**config.mk**
```make
export PLATFORM = sky130hd
export DESIGN_NAME = burst_shifter
export DESIGN_NICKNAME = d
export VERILOG_FILES = /design/src/rtl/burst_shifter_pkg.sv /design/src/rtl/shift_step.sv /design/src/rtl/burst_shifter.sv
export SDC_FILE = /design/constraint.sdc
export NUM_CORES = 1
export LEC_CHECK = 0
export ABC_CLOCK_PERIOD_IN_PS = 1700
export BUFFER_PORTS_ARGS = -buffer_cell sky130_fd_sc_hd__buf_2
export CORE_AREA = 2 2 60 62
export DETAILED_ROUTE_END_ITERATION = 16
export DIE_AREA = 0 0 62 64
export GPL_TIMING_DRIVEN = 1
export HOLD_SLACK_MARGIN = 0.05
export PLACE_DENSITY = 0.73
export SYNTH_ARGS = -nofsm -noshare
export SYNTH_HDL_FRONTEND = slang
export SYNTH_SLANG_ARGS = --single-unit
```
**constraint.sdc**
```tcl
create_clock -name clk -period 1.7 [get_ports clk]
set_clock_uncertainty 0.15 [all_clocks]
set_input_delay 0.085 -clock clk [delete_from_list [all_inputs] [get_ports clk]]
set_output_delay 0.085 -clock clk [all_outputs]
set_load 0.005 [all_outputs]
```
**src/rtl/burst_shifter_pkg.sv**
```systemverilog
`default_nettype none
// ============================================================================
// Module   : burst_shifter_pkg
// Brief    : Shared mode constants and FSM state encoding for burst_shifter.
// Revision : 1.0 - initial release
// ============================================================================
package burst_shifter_pkg;

    // Shift-mode encodings carried on the mode input
    localparam logic [1:0] MODE_SHL = 2'b00;  // logical left, sin fills LSB
    localparam logic [1:0] MODE_SHR = 2'b01;  // logical right, sin fills MSB
    localparam logic [1:0] MODE_ASR = 2'b10;  // arithmetic right, MSB replicated
    localparam logic [1:0] MODE_ROL = 2'b11;  // rotate left

    // Burst controller states
    typedef enum logic [0:0] {
        ST_IDLE  = 1'b0,
        ST_SHIFT = 1'b1
    } state_t;

endpackage : burst_shifter_pkg
`default_nettype wire

```
**src/rtl/shift_step.sv**
```systemverilog
`default_nettype none
// ============================================================================
// Module   : shift_step
// Brief    : Combinational single-position shift of a WIDTH-bit word in one
//            of four modes; returns the shifted word and the bit pushed out.
// Revision : 1.0 - initial release
// ============================================================================
module shift_step
    import burst_shifter_pkg::*;
#(
    parameter int WIDTH = 8
) (
    input  logic [WIDTH-1:0] value,
    input  logic [1:0]       mode,
    input  logic             sin,
    output logic [WIDTH-1:0] next_value,
    output logic             out_bit
);

    // Select the shifted word and the departing bit for the requested mode
    always_comb begin
        next_value = value;
        out_bit    = 1'b0;
        case (mode)
            MODE_SHL: begin
                next_value = {value[WIDTH-2:0], sin};
                out_bit    = value[WIDTH-1];
            end
            MODE_SHR: begin
                next_value = {sin, value[WIDTH-1:1]};
                out_bit    = value[0];
            end
            MODE_ASR: begin
                next_value = {value[WIDTH-1], value[WIDTH-1:1]};
                out_bit    = value[0];
            end
            MODE_ROL: begin
                next_value = {value[WIDTH-2:0], value[WIDTH-1]};
                out_bit    = value[WIDTH-1];
            end
            default: begin
                next_value = value;
                out_bit    = 1'b0;
            end
        endcase
    end

endmodule : shift_step
`default_nettype wire

```
**src/rtl/burst_shifter.sv**
```systemverilog
`default_nettype none
// ============================================================================
// Module   : burst_shifter
// Brief    : Loadable shift register that performs a programmable burst of
//            single-position shifts (one per clock) under a start/busy/done
//            handshake, tracking the last bit out and shifts since load.
// Revision : 1.0 - initial release
// ============================================================================
module burst_shifter
    import burst_shifter_pkg::*;
#(
    parameter int WIDTH = 8,
    parameter int AMT_W = $clog2(WIDTH + 1),
    parameter int CNT_W = 8
) (
    input  logic             clk,
    input  logic             reset,
    input  logic             load,
    input  logic [WIDTH-1:0] din,
    input  logic             start,
    input  logic [AMT_W-1:0] amt,
    input  logic [1:0]       mode,
    input  logic             sin,
    output logic [WIDTH-1:0] dout,
    output logic             sout,
    output logic [CNT_W-1:0] cnt,
    output logic             busy,
    output logic             done
);

    // A burst never exceeds WIDTH shifts; AMT_W is sized so WIDTH fits.
    localparam logic [AMT_W-1:0] c_amt_max = AMT_W'(WIDTH);
    localparam logic [AMT_W-1:0] c_amt_one = AMT_W'(1);
    localparam logic [CNT_W-1:0] c_cnt_one = CNT_W'(1);

    state_t             r_state;
    state_t             w_state_nxt;
    logic [WIDTH-1:0]   r_dout;
    logic [WIDTH-1:0]   w_dout_nxt;
    logic               r_sout;
    logic               w_sout_nxt;
    logic [CNT_W-1:0]   r_cnt;
    logic [CNT_W-1:0]   w_cnt_nxt;
    logic [AMT_W-1:0]   r_rem;
    logic [AMT_W-1:0]   w_rem_nxt;
    logic [1:0]         r_mode;
    logic [1:0]         w_mode_nxt;
    logic               r_done;
    logic               w_done_nxt;

    logic [WIDTH-1:0]   w_step_value;
    logic               w_step_out;

    // The mode is latched at start so mid-burst changes on the pin are
    // ignored; sin is deliberately taken live on every shift edge.
    shift_step #(
        .WIDTH (WIDTH)
    ) u_shift_step (
        .value      (r_dout),
        .mode       (r_mode),
        .sin        (sin),
        .next_value (w_step_value),
        .out_bit    (w_step_out)
    );

    // State register; reset aborts any burst in progress
    always_ff @(posedge clk or posedge reset) begin
        if (reset) begin
            r_state <= ST_IDLE;
        end else begin
            r_state <= w_state_nxt;
        end
    end

    // Next-state and datapath next values; load wins over start in IDLE
    always_comb begin
        w_state_nxt = r_state;
        w_dout_nxt  = r_dout;
        w_sout_nxt  = r_sout;
        w_cnt_nxt   = r_cnt;
        w_rem_nxt   = r_rem;
        w_mode_nxt  = r_mode;
        w_done_nxt  = 1'b0;
        case (r_state)
            ST_IDLE: begin
                if (load) begin
                    w_dout_nxt = din;
                    w_cnt_nxt  = '0;
                    w_sout_nxt = 1'b0;
                end else if (start) begin
                    w_mode_nxt  = mode;
                    w_rem_nxt   = (amt > c_amt_max) ? c_amt_max : amt;
                    w_state_nxt = ST_SHIFT;
                end
            end
            ST_SHIFT: begin
                if (r_rem != '0) begin
                    w_dout_nxt = w_step_value;
                    w_sout_nxt = w_step_out;
                    w_cnt_nxt  = r_cnt + c_cnt_one;
                    w_rem_nxt  = r_rem - c_amt_one;
                end
                // A zero-length burst still spends one cycle in SHIFT so
                // the done pulse always arrives at least one edge after start.
                if (r_rem <= c_amt_one) begin
                    w_state_nxt = ST_IDLE;
                    w_done_nxt  = 1'b1;
                end
            end
            default: begin
                w_state_nxt = ST_IDLE;
            end
        endcase
    end

    // Datapath registers: word, last-out bit, counters, latched mode, done
    always_ff @(posedge clk or posedge reset) begin
        if (reset) begin
            r_dout <= '0;
            r_sout <= 1'b0;
            r_cnt  <= '0;
            r_rem  <= '0;
            r_mode <= MODE_SHL;
            r_done <= 1'b0;
        end else begin
            r_dout <= w_dout_nxt;
            r_sout <= w_sout_nxt;
            r_cnt  <= w_cnt_nxt;
            r_rem  <= w_rem_nxt;
            r_mode <= w_mode_nxt;
            r_done <= w_done_nxt;
        end
    end

    assign dout = r_dout;
    assign sout = r_sout;
    assign cnt  = r_cnt;
    assign busy = (r_state == ST_SHIFT);
    assign done = r_done;

endmodule : burst_shifter
`default_nettype wire

```
==> metrics.md, run 1 <==
| Metric | Value |
|---|---|
| Outcome | finished, violations left |
| Failing checks | negative setup slack |
| Area growth syn-to-layout | 48.9% |
| Critical path class | flip-flop to flip-flop |
| Vias in the first global route | 1539 |
| Final setup vio count | 8 |
| Arr. time, crit path | 1.84 ns |
| Root Driver | clkbuf_4 |
| Routed vias | 1528 |
| Comb power frac | 63.6% |
| Ys flop type | dfrtp_1 |
| Clock transition at path regs | 0.15 ns |
| Sequential element share of the synthesized area | 41.2% |
| Largest net degree at the start of global routing | 26 |
| Max-slew headroom | 61.5% |
| Sequential share of power | 29.4% |
| Die W | 62 µm |
| Least-Margin Pin Slew | 0.575 ns |
| Rows | 21 |
| Setup WS post-layout | -0.0311 ns |
| Max frequency | 0.578 GHz |
| Pwr/cell area | 1720 nW/µm² |
| Synth unique cells | 49 |
| Clock sinks | 25 |
| Syn Area/Cell | 10.5 µm² |
| Switching part of the total power | 41.0% |
| First-pass GRT wire length | 6840 µm |
| Htree depth | 1 |
| Max-cap viol count | 0 |
| #FFs+latches synth | 25 |
| Commonest non-fill, non-tap cell in the layout | buf_2 |
| CTS tree | yes |
| Static Leak | 1.06 nW |
| Filler cell count in the final layout | 256 |
| CP top delay family | simple AND/OR/NAND/NOR gates |
| Top Ports | 38 |
| Post-DP HPWL | 2850 µm |
| Number of synthesized flops with an enable pin | 0 |
| GP Congestion | 0.842 |
| Number of buffers created by CTS | 3 |
| Final Critical Period | 1.73 ns |
| IR drop worst, VDD | 0.000823 V |
| Worst skew pair latency | 0.32 ns |
| RSZ-0062 raised after global routing | yes |
| Clock power frac | 6.9% |
| Yosys warning count | 0 |
| Int Pwr | 2.30 mW |
| Floorplan core area | 3280 µm² |
| Tcrit/Tclk final | 102% |
| Grt ovf | 0 |
| DP Worst Slack | -0.136 ns |
| Share of layout cells above drive strength 1 | 45.1% |
| CP max FO | 5 |
| Diodes inserted | 0 |
| Average vias per placed instance | 5.66 |
| Hold/Removal Path Class | input pin to flip-flop |
| CP Cell Sequence | inv_2 > ha_4 > or3b_4 > a21oi_4 > mux2i_1 |
| CP required | 1.81 ns |
| IO Port Bufs | 37 |
| Die area | 3970 µm² |
| Bufs and invs on worst path | 1 |
| Final hold slack | 0.0932 ns |
| Post-layout nets | 251 |
| Total Routed Length | 4140 µm |
| Final hold vios | 0 |
| Synth Cell Area | 1520 µm² |
| Sw Pwr | 1.60 mW |
| Worst reg2reg setup slack | -0.03 ns |
| Initial DRC count | 107 |
| Syn nets | 171 |
| Number of cells produced by synthesis | 145 |
| Initial antenna violation count | 0 |
| Startpoint types | flip-flop |
| Initial Utilization | 46.2% |
| GRT Total Usage | 22.7% |
| CP max-delay cell | or3b_4 |
| Die height | 64 µm |
| Most frequent cells in the layout | 37 x buf_2, 26 x buf_4, 25 x dfrtp_1, 17 x dlygate4sd3_1 |
| Pins Over Slew Limit | 0 |
| Async set-reset flop share out of synthesis | 100% |
| Crit. End Element | flip-flop |
| Longest Clk Path Bufs | 2 |
| DRT Pass-1 Iters | 4 |
| Detail Route Antenna Nets | 0 |
| DR WL/cell | 15.3 µm |
| Crit-path max cell delay | 0.45 ns |
| # DRC | 0 |
## per-stage QoR
| step | util, % | cell area (µm²) | std cells | TNS (ns) | power (mW) |
|---|---|---|---|---|---|
| after global placement | 58.0 | 1900 | 244 | -0.182 | 3.12 |
| final | 68.8 | 2260 | 270 | -0.108 | 3.90 |
| after global routing | 68.8 | 2260 | 270 | -0.834 | 4.21 |
| after CTS | 67.1 | 2200 | 270 | -0.0103 | 3.74 |
| after floorplan | - | 1540 | 145 | 0 | 2.44 |
| after detailed placement | 58.0 | 1900 | 244 | -0.762 | 3.21 |
## worst min-delay path: stages
cell and delay, ns:
buf_2 0.18, mux2i_1 0.19, o22ai_1 0.09
## layer usage
metal	wire, µm	vias to the layer above	track usage (%)
li1	-	715	-
met1	1790	744	28.6
met2	2060	61	38.2
met3	216	8	4.25
met4	72	0	6.91
met5	0	-	0
## flip-flops by register name, summed over array words and instances (netlist names)
signal  count
sout        1
r_mode      2
dout        8
busy        1
cnt         8
r_rem       4
done        1
## path summary, 6_finish.rpt
| path | start | cells past startpoint | end |
|---|---|---|---|
| hold reg to reg | cnt[4] | 1 | cnt[4] |
| setup / recovery | r_rem[1] | 5 | r_rem[1] |
| max in group asynchronous | reset | 4 | cnt[4] |
| hold / removal | load | 3 | dout[3] |
| setup reg to reg | r_rem[1] | 5 | r_rem[1] |
| min in group asynchronous | reset | 4 | dout[4] |
## power by group through the flow
stage	registers [mW]	clock network, mW	logic (mW)
after floorplan	1.09	0	1.35
after global placement	1.11	0	2.01
after detailed placement	1.12	0	2.09
after CTS	1.13	0.276	2.34
after global routing	1.18	0.308	2.72
final	1.15	0.271	2.48
## synthesized netlist by cell type, drive strengths merged, types with 2 or more instances
master | number | area share (%)
a32o | 2 | 1.3
dfrtp | 25 | 41
nor2 | 5 | 1.2
nor3b | 2 | 1.3
a221oi | 2 | 1.2
o221a | 5 | 3.7
buf | 6 | 3.4
nand3 | 2 | 0.66
o311a | 2 | 1.3
a22o | 3 | 1.7
nor2b | 3 | 1.2
o31ai | 3 | 1.5
o21ai | 11 | 3.6
o22ai | 3 | 1.2
a21oi | 5 | 2.1
o21bai | 3 | 1.5
nor3 | 2 | 0.66
or4 | 2 | 0.99
o211ai | 2 | 0.99
nand2 | 6 | 1.6
ha | 7 | 5.8
and3 | 2 | 0.82
nand2b | 6 | 2.5
a31o | 2 | 1.2
mux2i | 8 | 5.3
inv | 10 | 2.5
## cell families after synthesis
family	count (synthesis)	share of synthesized area (%)
AO/OA/AOI/OAI	49	25.1
XOR/XNOR	1	0.577
adder cells (fa/ha/maj)	7	5.77
buffers and inverters	17	6.10
flip-flops	25	41.2
multiplexers	8	5.28
AND/OR/NAND/NOR	38	16.0
## what timing repair did
action                     CTS  global route
hold endpoints to repair    40             0
hold buffers                17             0
cloned                       1             0
gates resized for setup     15            15
setup buffers                4             0
setup endpoints to repair   18            23
pin swaps                    4             8
## layout make-up
class                   count  area, µm²  area share [%]
multi-input cells         104        950            42.0
flip-flops and latches     25        626            27.7
repair buffers             81        562            24.9
well taps                  46       57.6            2.55
inverters                  10       37.5            1.66
clock buffers               3       22.5           0.997
clock inverters             1       5.00           0.221
Power figures use the tool's default switching activity.
==> run 2: changes to the inputs <==
Settings changed: ABC_CLOCK_PERIOD_IN_PS 1700 to 2150, CORE_AREA 2 2 60 62 to 2 2 56 58, DIE_AREA 0 0 62 64 to 0 0 58 60, PLACE_DENSITY 0.73 to 0.8.
Clock period 1.7 ns to 2.15 ns, I/O delays scaled along.
==> metrics.md, run 2 (synthesis results as in run 1) <==
| Metric | Value |
|---|---|
| Outcome | finished, final reports clean |
| Hold/Removal Path Class | input pin to flip-flop |
| Top Ports | 38 |
| IR drop worst, VDD | 0.000903 V |
| DRT Pass-1 Iters | 4 |
| CP max FO | 12 |
| Htree depth | 1 |
| IO Port Bufs | 37 |
| Int Pwr | 1.48 mW |
| Detail Route Antenna Nets | 0 |
| Switching part of the total power | 42.2% |
| Final setup vio count | 0 |
| Static Leak | 0.930 nW |
| Startpoint types | flip-flop |
| Post-route cell area | 1940 µm² |
| DP Area | 1730 µm² |
| Share of layout cells above drive strength 1 | 28.2% |
| Commonest non-fill, non-tap cell in the layout | buf_2 |
| Die area | 3480 µm² |
| Max frequency | 0.494 GHz |
| Max-slew headroom | 68.8% |
| Initial Utilization | 52.3% |
| Clock power frac | 8.4% |
| Average vias per placed instance | 5.97 |
| Area growth syn-to-layout | 27.8% |
| CP required | 2.27 ns |
| Total Routed Length | 3730 µm |
| Sw Pwr | 1.08 mW |
| Comb power frac | 56.8% |
| Clock sinks | 25 |
| Rows | 20 |
| Arr. time, crit path | 2.14 ns |
| Die height | 60 µm |
| Number of buffers created by CTS | 3 |
| Routed vias | 1404 |
| Vias in the first global route | 1372 |
| Root Driver | clkbuf_4 |
| Floorplan core area | 2900 µm² |
| Worst skew pair latency | 0.32 ns |
| Max-cap viol count | 0 |
| Sequential share of power | 34.9% |
| Initial DRC count | 48 |
| CTS tree | yes |
| GP Congestion | 0.974 |
| Tcrit/Tclk final | 94.1% |
| Longest Clk Path Bufs | 2 |
| Diodes inserted | 0 |
| Final Critical Period | 2.02 ns |
| CP max-delay cell | dlygate4sd3_1 |
| Grt ovf | 0 |
| Crit. End Element | flip-flop |
| Post-layout nets | 229 |
| Clock transition at path regs | 0.14 ns |
| Initial antenna violation count | 0 |
| CP Cell Sequence | buf_4 > nor3b_4 > a32o_1 > dlygate4sd3_1 |
| Pwr/cell area | 1320 nW/µm² |
| Largest net degree at the start of global routing | 26 |
| Total negative slack | 0 ns |
| Crit-path max cell delay | 0.55 ns |
| Critical path class | flip-flop to flip-flop |
| Postcts setup bufs | 0 |
| Die W | 58 µm |
| # DRC | 0 |
| GRT Total Usage | 23.4% |
| Post-DP HPWL | 2600 µm |
| RSZ-0062 raised after global routing | no |
| First-pass GRT wire length | 6240 µm |
| Least-Margin Pin Slew | 0.466 ns |
| DR WL/cell | 15.9 µm |
| Final hold vios | 0 |
| Pins Over Slew Limit | 0 |
| Most frequent cells in the layout | 37 x buf_2, 25 x dfrtp_1, 18 x dlygate4sd3_1, 11 x o21ai_0, 10 x inv_1 |
run 2: changes by cell type in the layout (fill, tap and decap cells not counted), sizes merged:
cell         previous run  this run
dlygate4sd3            17        18
clkbuf                  3         4
clkinv                  1         0
or3b                    2         1
buf                    64        42
run 2: cell type report:
| type | instances | area (µm²) |
|---|---|---|
| well taps | 33 | 41.3 |
| inverters | 10 | 37.5 |
| fillers | 233 | 963 |
| flip-flops and latches | 25 | 626 |
| clock buffers | 4 | 26.3 |
| multi-input cells | 103 | 806 |
| repair buffers | 60 | 403 |
run 2: path summary, 6_finish.rpt:
kind	from	endpoint	slack (ns)	cells after the start
worst max-delay path	busy	r_rem[2]	0.13	4
worst min-delay path	sin	dout[0]	0.06	3
worst max register to register	busy	r_rem[2]	0.13	4
worst min register to register	cnt[4]	cnt[4]	0.39	1
max in group asynchronous	reset	sout	1.39	4
min in group asynchronous	reset	done	0.22	4
run 2: stage by stage:
step / total power [mW] / util, % / setup slack (ns) / std cells / hold slack [ns]
CTS: 2.53 / 66.6 / 0.0453 / 235 / 0.0516
detailed placement: 2.24 / 59.5 / 0.184 / 213 / 0.0310
finish: 2.56 / 66.8 / 0.128 / 235 / 0.0625
global route: 2.76 / 66.8 / 0.0137 / 235 / 0.0600
floorplan: 1.87 / - / 0.351 / 145 / -0.0152
global placement: 2.18 / 59.5 / 0.265 / 213 / 0.0173
run 2: worst max-delay path: cells and delay by family, from the launching register on:
| kind | cells | cell delay [ns] |
|---|---|---|
| buffers and inverters | 2 | 0.77 |
| flip-flops | 1 | 0.48 |
| AND/OR/NAND/NOR | 1 | 0.35 |
| AO/OA/AOI/OAI | 1 | 0.21 |
run 2: power groups by stage:
stage | clock network, mW | registers [mW] | logic, mW
floorplan | 0 | 0.850 | 1.02
CTS | 0.218 | 0.884 | 1.42
global placement | 0 | 0.884 | 1.29
global route | 0.232 | 0.925 | 1.60
finish | 0.214 | 0.891 | 1.45
detailed placement | 0 | 0.895 | 1.35
run 2: metal layers:
layer / share of wire, % / track usage, %
met1: 44 / 28.1
met2: 50 / 41.6
met3: 4.0 / 3.90
met4: 2.3 / 9.30
met5: 0 / 0
run 2: what timing repair did:
action	in CTS	in global routing
gates resized for setup	0	1
setup endpoints to repair	0	1
hold buffers	18	0
endpoints found under the hold margin	39	0
